--- src/rtl/mem_pkg.sv ---
// Shared memory-access definitions for the RAM arbiter.
// - funct3 codes for the supported load/store subset (sb, sw, lw, lbu)
// - requester ids used by the round-robin picker
// - byte/word address split constants and the registered response record
// - legality check for a data-port access
package mem_pkg;

  localparam logic [2:0] F3_SB  = 3'b000;
  localparam logic [2:0] F3_SW  = 3'b010;
  localparam logic [2:0] F3_LW  = 3'b010;
  localparam logic [2:0] F3_LBU = 3'b100;

  // Byte address = {word index, byte offset}
  localparam int BYTE_OFF_W = 2;
  localparam int WORD_LSB   = BYTE_OFF_W;

  typedef enum logic {PORT_IF = 1'b0, PORT_D = 1'b1} port_e;

  typedef struct packed {
    logic        valid;
    logic        err;
    logic [31:0] rdata;
  } resp_t;

  // Word accesses must be aligned; byte accesses may sit anywhere.
  // Any funct3 outside the supported subset is rejected.
  function automatic logic d_bad(input logic we, input logic [2:0] f3,
                                 input logic [BYTE_OFF_W-1:0] off);
    logic aligned;
    aligned = (off == '0);
    if (we) return !((f3 == F3_SB) || (f3 == F3_SW && aligned));
    else    return !((f3 == F3_LBU) || (f3 == F3_LW && aligned));
  endfunction

endpackage

--- src/rtl/rr_arb2.sv ---
// Two-way round-robin picker.
// Ports:
//   clk, rst        clock, synchronous active-high reset
//   req_if, req_d   requests from fetch and data ports
//   gnt_if, gnt_d   one-hot combinational grant (none while rst)
// On a tie the port not granted last wins; after reset the last
// grant counts as IF, so D wins the first tie.
module rr_arb2
  import mem_pkg::*;
(
  input  logic clk,
  input  logic rst,
  input  logic req_if,
  input  logic req_d,
  output logic gnt_if,
  output logic gnt_d
);

  port_e last_gnt;

  always_ff @(posedge clk) begin
    if (rst)         last_gnt <= PORT_IF;
    else if (gnt_if) last_gnt <= PORT_IF;
    else if (gnt_d)  last_gnt <= PORT_D;
  end

  always_comb begin
    gnt_if = 1'b0;
    gnt_d  = 1'b0;
    if (!rst) begin
      if (req_if && req_d) begin
        gnt_d  = (last_gnt == PORT_IF);
        gnt_if = (last_gnt == PORT_D);
      end else begin
        gnt_if = req_if;
        gnt_d  = req_d;
      end
    end
  end

endmodule

--- src/rtl/ram_arbiter.sv ---
// Shares one single-port word RAM between instruction fetch (IF) and
// the load/store data port (D). One access per cycle, round-robin.
// Ports:
//   clk, rst                         clock, synchronous active-high reset
//   if_req/if_addr                   fetch request (held until if_gnt)
//   if_gnt/if_rvalid/if_rdata/if_err fetch grant and registered response
//   d_req/d_we/d_func/d_addr/d_wdata data request (held until d_gnt)
//   d_gnt/d_rvalid/d_rdata/d_err     data grant and registered response
//   weram/oeram/func/addr10/addr/R2  RAM drive (addr is a word index)
//   ramout                           RAM async read data
// Responses arrive one cycle after the grant; erroneous accesses never
// enable the RAM and answer with err=1, rdata=0.
module ram_arbiter
  import mem_pkg::*;
#(
  parameter int ADDR_BITS = 20
) (
  input  logic                  clk,
  input  logic                  rst,
  input  logic                  if_req,
  input  logic [31:0]           if_addr,
  output logic                  if_gnt,
  output logic                  if_rvalid,
  output logic [31:0]           if_rdata,
  output logic                  if_err,
  input  logic                  d_req,
  input  logic                  d_we,
  input  logic [2:0]            d_func,
  input  logic [31:0]           d_addr,
  input  logic [31:0]           d_wdata,
  output logic                  d_gnt,
  output logic                  d_rvalid,
  output logic [31:0]           d_rdata,
  output logic                  d_err,
  output logic                  weram,
  output logic                  oeram,
  output logic [2:0]            func,
  output logic [BYTE_OFF_W-1:0] addr10,
  output logic [31:0]           addr,
  output logic [31:0]           R2,
  input  logic [31:0]           ramout
);

  logic  ierr, derr;
  logic  [7:0] load_byte;
  resp_t if_nxt, d_nxt, if_q, d_q;

  // Address bits above the RAM window are ignored by design.
  logic unused_hi;
  assign unused_hi = ^{if_addr[31:ADDR_BITS+WORD_LSB], d_addr[31:ADDR_BITS+WORD_LSB]};

  function automatic logic [31:0] word_idx(input logic [31:0] a);
    return {{(32-ADDR_BITS){1'b0}}, a[ADDR_BITS+WORD_LSB-1:WORD_LSB]};
  endfunction

  assign ierr = (if_addr[BYTE_OFF_W-1:0] != '0);
  assign derr = d_bad(d_we, d_func, d_addr[BYTE_OFF_W-1:0]);

  rr_arb2 u_arb (
    .clk    (clk),
    .rst    (rst),
    .req_if (if_req),
    .req_d  (d_req),
    .gnt_if (if_gnt),
    .gnt_d  (d_gnt)
  );

  // RAM drive for the granted port; all-zero when idle or in reset
  // (the arbiter never grants during rst).
  always_comb begin
    weram  = 1'b0;
    oeram  = 1'b0;
    func   = '0;
    addr10 = '0;
    addr   = '0;
    R2     = '0;
    if (d_gnt) begin
      addr   = word_idx(d_addr);
      addr10 = d_addr[BYTE_OFF_W-1:0];
      func   = d_func;
      R2     = d_wdata;
      weram  = d_we & ~derr;
      oeram  = ~d_we & ~derr;
    end else if (if_gnt) begin
      addr  = word_idx(if_addr);
      func  = F3_LW;
      oeram = ~ierr;
    end
  end

  always_comb begin
    case (d_addr[BYTE_OFF_W-1:0])
      2'd0:    load_byte = ramout[7:0];
      2'd1:    load_byte = ramout[15:8];
      2'd2:    load_byte = ramout[23:16];
      default: load_byte = ramout[31:24];
    endcase
  end

  // Response is captured from the async read data in the grant cycle.
  always_comb begin
    if_nxt.valid = if_gnt;
    if_nxt.err   = if_gnt & ierr;
    if_nxt.rdata = (if_gnt && !ierr) ? ramout : '0;

    d_nxt.valid = d_gnt;
    d_nxt.err   = d_gnt & derr;
    d_nxt.rdata = '0;
    if (d_gnt && !derr && !d_we)
      d_nxt.rdata = (d_func == F3_LBU) ? {24'b0, load_byte} : ramout;
  end

  always_ff @(posedge clk) begin
    if (rst) begin
      if_q <= '0;
      d_q  <= '0;
    end else begin
      if_q <= if_nxt;
      d_q  <= d_nxt;
    end
  end

  assign if_rvalid = if_q.valid;
  assign if_err    = if_q.err;
  assign if_rdata  = if_q.rdata;
  assign d_rvalid  = d_q.valid;
  assign d_err     = d_q.err;
  assign d_rdata   = d_q.rdata;

endmodule

--- config.mk ---
export PLATFORM = sky130hd
export DESIGN_NAME = ram_arbiter
export DESIGN_NICKNAME = d
export VERILOG_FILES = /design/src/rtl/mem_pkg.sv /design/src/rtl/rr_arb2.sv /design/src/rtl/ram_arbiter.sv
export SDC_FILE = /design/constraint.sdc
export NUM_CORES = 1
export LEC_CHECK = 0
export CAP_MARGIN = 10
export CORE_AREA = 2 2 109 111
export DETAILED_ROUTE_END_ITERATION = 8
export DIE_AREA = 0 0 111 113
export PLACE_DENSITY = 0.66
export SLEW_MARGIN = 20
export SYNTH_ARGS = -nofsm -noshare
export SYNTH_HDL_FRONTEND = slang
export SYNTH_SLANG_ARGS = --single-unit
--- constraint.sdc ---
create_clock -name clk -period 5.1 [get_ports clk]
set_input_delay 1.275 -clock clk [delete_from_list [all_inputs] [get_ports clk]]
set_output_delay 1.275 -clock clk [all_outputs]
set_load 0.02 [all_outputs]
==> impl_metrics.tcl, run 1 <==
set metrics [dict create \
    ys_ff_latch 69 \
    path_buf_inv 3 \
    core_area_um2 11300 \
    grt_pass1_vias 3035 \
    grt_pass1_wl_um 17000 \
    clkPwrFrac_pct 40.4 \
    dpl.cell_count 652 \
    regArea_um2 1380 \
    synth_top_area_share_pct 49.3 \
    async_flop_share_pct 0 \
    route.vias.total 2927 \
    wirelength_um 11500 \
    p_leak_nw 2.33 \
    fin_setup_tns_ps 0 \
    setup_viol 0 \
    gr-total-overflow 0 \
    worst_ep_arrival_time_ps 3430 \
    yosysWarnings 0 \
    yosys_most_used_dff "dfxtp_1" \
    synth_seq_area_share_pct 49.3 \
    yosys-mux-area-fraction_pct 5.27 \
    netlist_area_um2 2800 \
    ys_types 31 \
    drv_cap 0 \
    clk-insertion-delay-late_ps 320 \
    cts_max_level 3 \
    clk_pin_slew_worst_paths_ps 60 \
    path_max_fanout 21 \
    slew_violations 0 \
    final_util_pct 50.2 \
    synth_most_common_cell "dfxtp_1" \
    synth_area_per_cell_um2 10.0 \
    grt_max_degree 40 \
    areaGrowthSynthToFinish_pct 102 \
    grt_use_total_pct 17.7 \
    cts_resized 0 \
    synth_fa_ha_area_share_pct 0 \
    ant_nets 0 \
    crit_family "buffers and inverters" \
    ios 277 \
    intPower_mw 1.04 \
    rsz0062_at_grt "no" \
    p_sw_share_pct 25.5 \
    fin_crit_ps 4710 \
    synthSimpleGateAreaFrac_pct 25.8 \
    multi_input_area_um2 1280 \
    synth_compound_area_share_pct 12.1 \
    pre_cts_slack_ps 380 \
    drc 0 \
    portBuffers 244 \
    clockBufferDepth 2 \
    worstSetupPathType "input pin to output port" \
    post_drt_wl_per_cell_um 17.1 \
    die_h_um 113 \
    finalHoldViolCount 0 \
    nFillCells 1078 \
    post_cts_buffers 0 \
    crit_chain "clkdlybuf4s50_1, inv_1, nor3_4, a22o_1, clkdlybuf4s50_1" \
    maxSlewHeadroom_pct 48.9 \
    vias_per_cell 4.38 \
    slowest_delay_ps 660 \
    worstPathRequired_ps 3830 \
    startpoint_type "input pin" \
    finalWorstSetupSlack_ps 391 \
    synth_edf_count 0 \
    cp_common_cell "clkdlybuf4s50_1" \
    slowest_stage "nor3_4" \
    min_period_over_period_pct 92.3 \
    comb_power_share_pct 20.2 \
    synth.area.top_cells "dfxtp_1 (49%), and2_1 (13%), and3_1 (8.0%)" \
    dp_hpwl_um 9200 \
    die_area_um2 12500 \
    syn_inst 279 \
    seq_power_share_pct 39.4 \
    clockRootBuffer "clkbuf_16" \
    drive_gt1_share_pct 6.67 \
    peakVddDrop_v 0.000143 \
    fmax_ghz 0.212 \
    fin_nets 656 \
    fin_skew_ps 5.45 \
    synth_xor_area_share_pct 0.313 \
    drtPass1Iterations 4 \
    worst_slew_pin_slew_ps 765 \
    num_rows 39 \
    start_util_pct 24.9 \
    synth_common_cells "dfxtp_1 (69), and2_1 (58), and3_1 (36)" \
    hp-class "flop to flop" \
    clock-sinks 69 \
    cellPowerDensity_nw_per_um2 245 \
    final_area_um2 5660 \
    grt_antenna_before_repair 2 \
    synth_largest_area_cell "dfxtp_1" \
    fin_cells 669 \
    end_kind "output port" \
    status "finished clean" \
    drt_iter0_markers 88 \
    synth_top_family_by_area "simple AND/OR/NAND/NOR gates" \
    placed_cell_area_um2 5380 \
    numCtsBuffers 9 \
    gp_congestion 0.843 \
    die_w_um 111 \
    hold_buffers 0 \
    tritoncts "done" \
    switchingPower_uw 353 \
]
[worst register-to-register path, cell delays in order, from the launching register on]
cell	delay [ps]
dfxtp_1	320
nand2_1	90
buf_4	300
and4_1	700
and2_1	240
[power groups by stage]
stage          sequential, mW  combinational, mW  clock (mW)
2_1_floorplan           0.566              0.106           0
3_3_place_gp            0.559              0.279           0
3_5_place_dp            0.559              0.281           0
4_1_cts                 0.547              0.284       0.573
5_1_grt                 0.548              0.298       0.597
6_report                0.547              0.281       0.561
[cells in the final DEF (no fill, tap or decap), types with 3 or more instances in the layout]
cell type,instances
clkdlybuf4s50_1,243
a211o_1,5
conb_1,12
and3_1,36
o21ai_0,5
buf_4,10
a21oi_1,12
a22o_1,20
nor2_1,8
dfxtp_1,69
mux4_2,3
mux2i_1,8
and2_1,58
clkbuf_16,9
[area by class of cell]
type / instances / share of cell area, %
Sequential cell: 69 / 24.4
Antenna cell: 1 / 0.0442
Clock inverter: 7 / 0.906
Inverter: 2 / 0.133
Clock buffer: 9 / 3.98
Timing Repair Buffer: 254 / 44.7
Tap cell: 143 / 3.16
Multi-Input combinational cell: 184 / 22.7
[layer usage]
metal	up-vias	GRT usage, %	part of all wire (%)
li1	1425	-	-
met1	1325	20.0	40
met3	12	7.45	10
met4	2	4.17	1.1
met5	-	0	0.11
met2	163	31.1	49
[kinds of logic (layout without fill, tap and decap cells)]
family,after synthesis,in the layout
AOI/OAI and AO/OA,46,46
DFF,69,69
muxes,11,11
and+or+nand+nor,114,114
xor gates and xnor gates,1,1
other,1,13
buffers and inverters,37,272
[metrics by stage]
stage	hold WS [ps]	power (mW)
finish	530	1.39
detailed placement	520	0.840
CTS	533	1.40
global placement	498	0.838
floorplan	481	0.673
global route	566	1.44
[flip-flops by register name (all words and copies together) (netlist names)]
name            cells
u_arb.last_gnt      1
if_rvalid           1
if_rdata           32
if_err              1
d_rvalid            1
d_rdata            32
d_err               1
[path summary, 6_finish.rpt]
kind / startpoint / to / slack [ps] / cells past startpoint
max: if_req / addr[7] / 390 / 5
min: u_arb.last_gnt$_SDFFE_PP0N_ / u_arb.last_gnt$_SDFFE_PP0N_ / 530 / 2
max reg2reg: u_arb.last_gnt$_SDFFE_PP0N_ / d_rdata[29]$_SDFF_PP0_ / 3390 / 4
min reg2reg: u_arb.last_gnt$_SDFFE_PP0N_ / u_arb.last_gnt$_SDFFE_PP0N_ / 530 / 2
(Power assumes the default switching activity.)
==> run 2: changes to the inputs <==
- CORE_AREA: 2 2 109 111 -> 2 2 108 110
- DIE_AREA: 0 0 111 113 -> 0 0 110 112
- PLACE_DENSITY: 0.66 -> 0.7
- clock period: 5.1 -> 3.9 ns (I/O delays scaled with it)
==> run 2 against run 1 <==
Effect of this change:
- count of clock-buffer cells in the layout up 2
- die area down 1.8%
- register-to-register slack worse by 1300 ps
- worst setup slack worse by 320 ps
- non-clock buffer count up 4
- critical path type unchanged
- critical endpoint is now addr[16]
==> impl_metrics.tcl, run 2 (same netlist as run 1, synthesis figures left out) <==
set metrics [dict create \
    ios 277 \
    min_from "u_arb.last_gnt$_SDFFE_PP0N_" \
    cellPowerDensity_nw_per_um2 336 \
    grt_use_met2_pct 31.6 \
    drive_gt1_share_pct 6.82 \
    cts_max_level 3 \
    path_max_fanout 21 \
    setup_viol 0 \
    clockBufferDepth 2 \
    final_common_cell "clkdlybuf4s50_1" \
    fin_crit_ps 3830 \
    areaGrowthSynthToFinish_pct 106 \
    slowest_delay_ps 610 \
    reg2regPathDepth 4 \
    intPower_mw 1.50 \
    fin_setup_tns_ps 0 \
    fin_skew_ps 5.19 \
    drc 0 \
    maxSlewHeadroom_pct 51.7 \
    fmax_ghz 0.261 \
    finalWorstSetupSlack_ps 70.0 \
    grt_max_degree 40 \
    numCtsBuffers 9 \
    top_usage_layer "met2" \
    comb_power_share_pct 19.0 \
    clkPwrFrac_pct 44.1 \
    wirelength_um 11000 \
    p_sw_share_pct 22.8 \
    grt_pass1_vias 3010 \
    post_cts_buffers 0 \
    clk_pin_slew_worst_paths_ps 50 \
    seq_power_share_pct 36.9 \
    p_leak_nw 2.59 \
    status "finished clean" \
    startpoint_type "input pin" \
    pre_cts_slack_ps 32.8 \
    drt_iter0_markers 78 \
    clk-insertion-delay-late_ps 330 \
    portBuffers 244 \
    route.vias.total 2896 \
    tritoncts "done" \
    min_path_cells 2 \
    end_kind "output port" \
    cp_common_cell "clkdlybuf4s50_1" \
    grt_use_total_pct 17.5 \
    met3_usage_pct 6.50 \
    diodes 0 \
    dp_hpwl_um 8570 \
    crit_chain "clkdlybuf4s50_1, nor2b_2, and2_1, buf_12, a22o_1, clkdlybuf4s50_1" \
    clock-sinks 69 \
    cp-startpoint "rst" \
    drv_cap 0 \
    final_cell_mix "clkdlybuf4s50_1 (230), dfxtp_1 (69), and2_1 (58)" \
    hold_ws_ps 532 \
    regArea_um2 1380 \
    die_area_um2 12300 \
    min_to "u_arb.last_gnt$_SDFFE_PP0N_" \
    start_util_pct 25.1 \
    r2r_slack_ps 2140 \
    nFillCells 1050 \
    rsz0062_at_grt "no" \
    regToRegStartpoint "u_arb.last_gnt$_SDFFE_PP0N_" \
    slew_violations 0 \
    clockRootBuffer "clkbuf_16" \
    min_period_over_period_pct 98.2 \
    vias_per_cell 4.32 \
    worstPathRequired_ps 2920 \
    post_drt_wl_per_cell_um 16.3 \
    gp_congestion 0.826 \
    grt_antenna_before_repair 0 \
    multi_input_area_um2 1280 \
    die_h_um 112 \
    finalHoldViolCount 0 \
    core_area_um2 11200 \
    worstSetupPathType "input pin to output port" \
    worstReg2RegEnd "d_rdata[12]$_SDFF_PP0_" \
    final_util_pct 51.7 \
    peakVddDrop_v 0.000258 \
    grt_pass1_wl_um 16200 \
    hp-class "flop to flop" \
    worst_slew_pin_slew_ps 724 \
    gr-total-overflow 0 \
    slowest_stage "clkdlybuf4s50_1" \
    drtPass1Iterations 4 \
    die_w_um 110 \
    fin_nets 660 \
    worst_ep_arrival_time_ps 2850 \
    met1_usage_pct 18.3 \
    ant_nets 0 \
    num_rows 39 \
    switchingPower_uw 442 \
]
## run 2: cell count changes in the layout (fill, tap and decap cells not counted)
cell             before  now
buf_12                1    3
buf_4                10   11
bufinv_16             0    2
clkbuf_1              0    1
clkbuf_8              0    1
clkdlybuf4s50_1     243  230
clkinv_2              2    1
clkinv_4              2    0
clkinvlp_4            2    1
diode_2               1    0
dlymetal6s2s_1        0   14
inv_6                 1    0
nor3_2                0    1
nor3_4                1    0
## run 2: power groups by stage
stage | clock network, mW | registers [mW] | logic, mW
floorplan | 0 | 0.741 | 0.139
global placement | 0 | 0.731 | 0.370
detailed placement | 0 | 0.731 | 0.372
CTS | 0.875 | 0.716 | 0.376
global route | 0.900 | 0.716 | 0.392
finish | 0.855 | 0.716 | 0.369
## run 2: how the worst max path moves through the flow
stage                     to  cells after the start
global placement    addr[13]                      6
floorplan           addr[11]                      4
detailed placement  addr[13]                      6
global route         addr[4]                      6
finish              addr[16]                      6
CTS                 addr[13]                      6
## run 2: per-stage QoR
stage	instances	instance area (um^2)	power, mW
after floorplan	290	2840	0.879
after global placement	656	5430	1.10
after detailed placement	656	5430	1.10
after CTS	671	5750	1.97
after global routing	671	5780	2.01
final	671	5780	1.94
## run 2: critical path: cells and delay by family
kind,cells,cell delay (ps)
buffers and inverters,3,1280
AOI/OAI and AO/OA,1,150
and+or+nand+nor,2,440
## run 2: final cells by class
class / instances / area share (%)
tap: 143 / 3.09
clock inverter: 4 / 1.26
multi-input combinational: 184 / 22.1
timing repair buffer: 258 / 45.3
clock buffer: 11 / 4.20
sequential: 69 / 23.9
inverter: 2 / 0.130
## run 2: metal layers
metal / vias up / routed length [um]
met3: 13 / 1010
li1: 1424 / -
met4: 0 / 186
met5: - / 0
met1: 1310 / 4070
met2: 149 / 5690
## run 2: what timing repair did
| action | in CTS | in global routing |
|---|---|---|
| setup endpoints to repair | 0 | 14 |
| hold buffers | 0 | 0 |
| hold endpoints to repair | 0 | 0 |
| gates resized for setup | 0 | 14 |
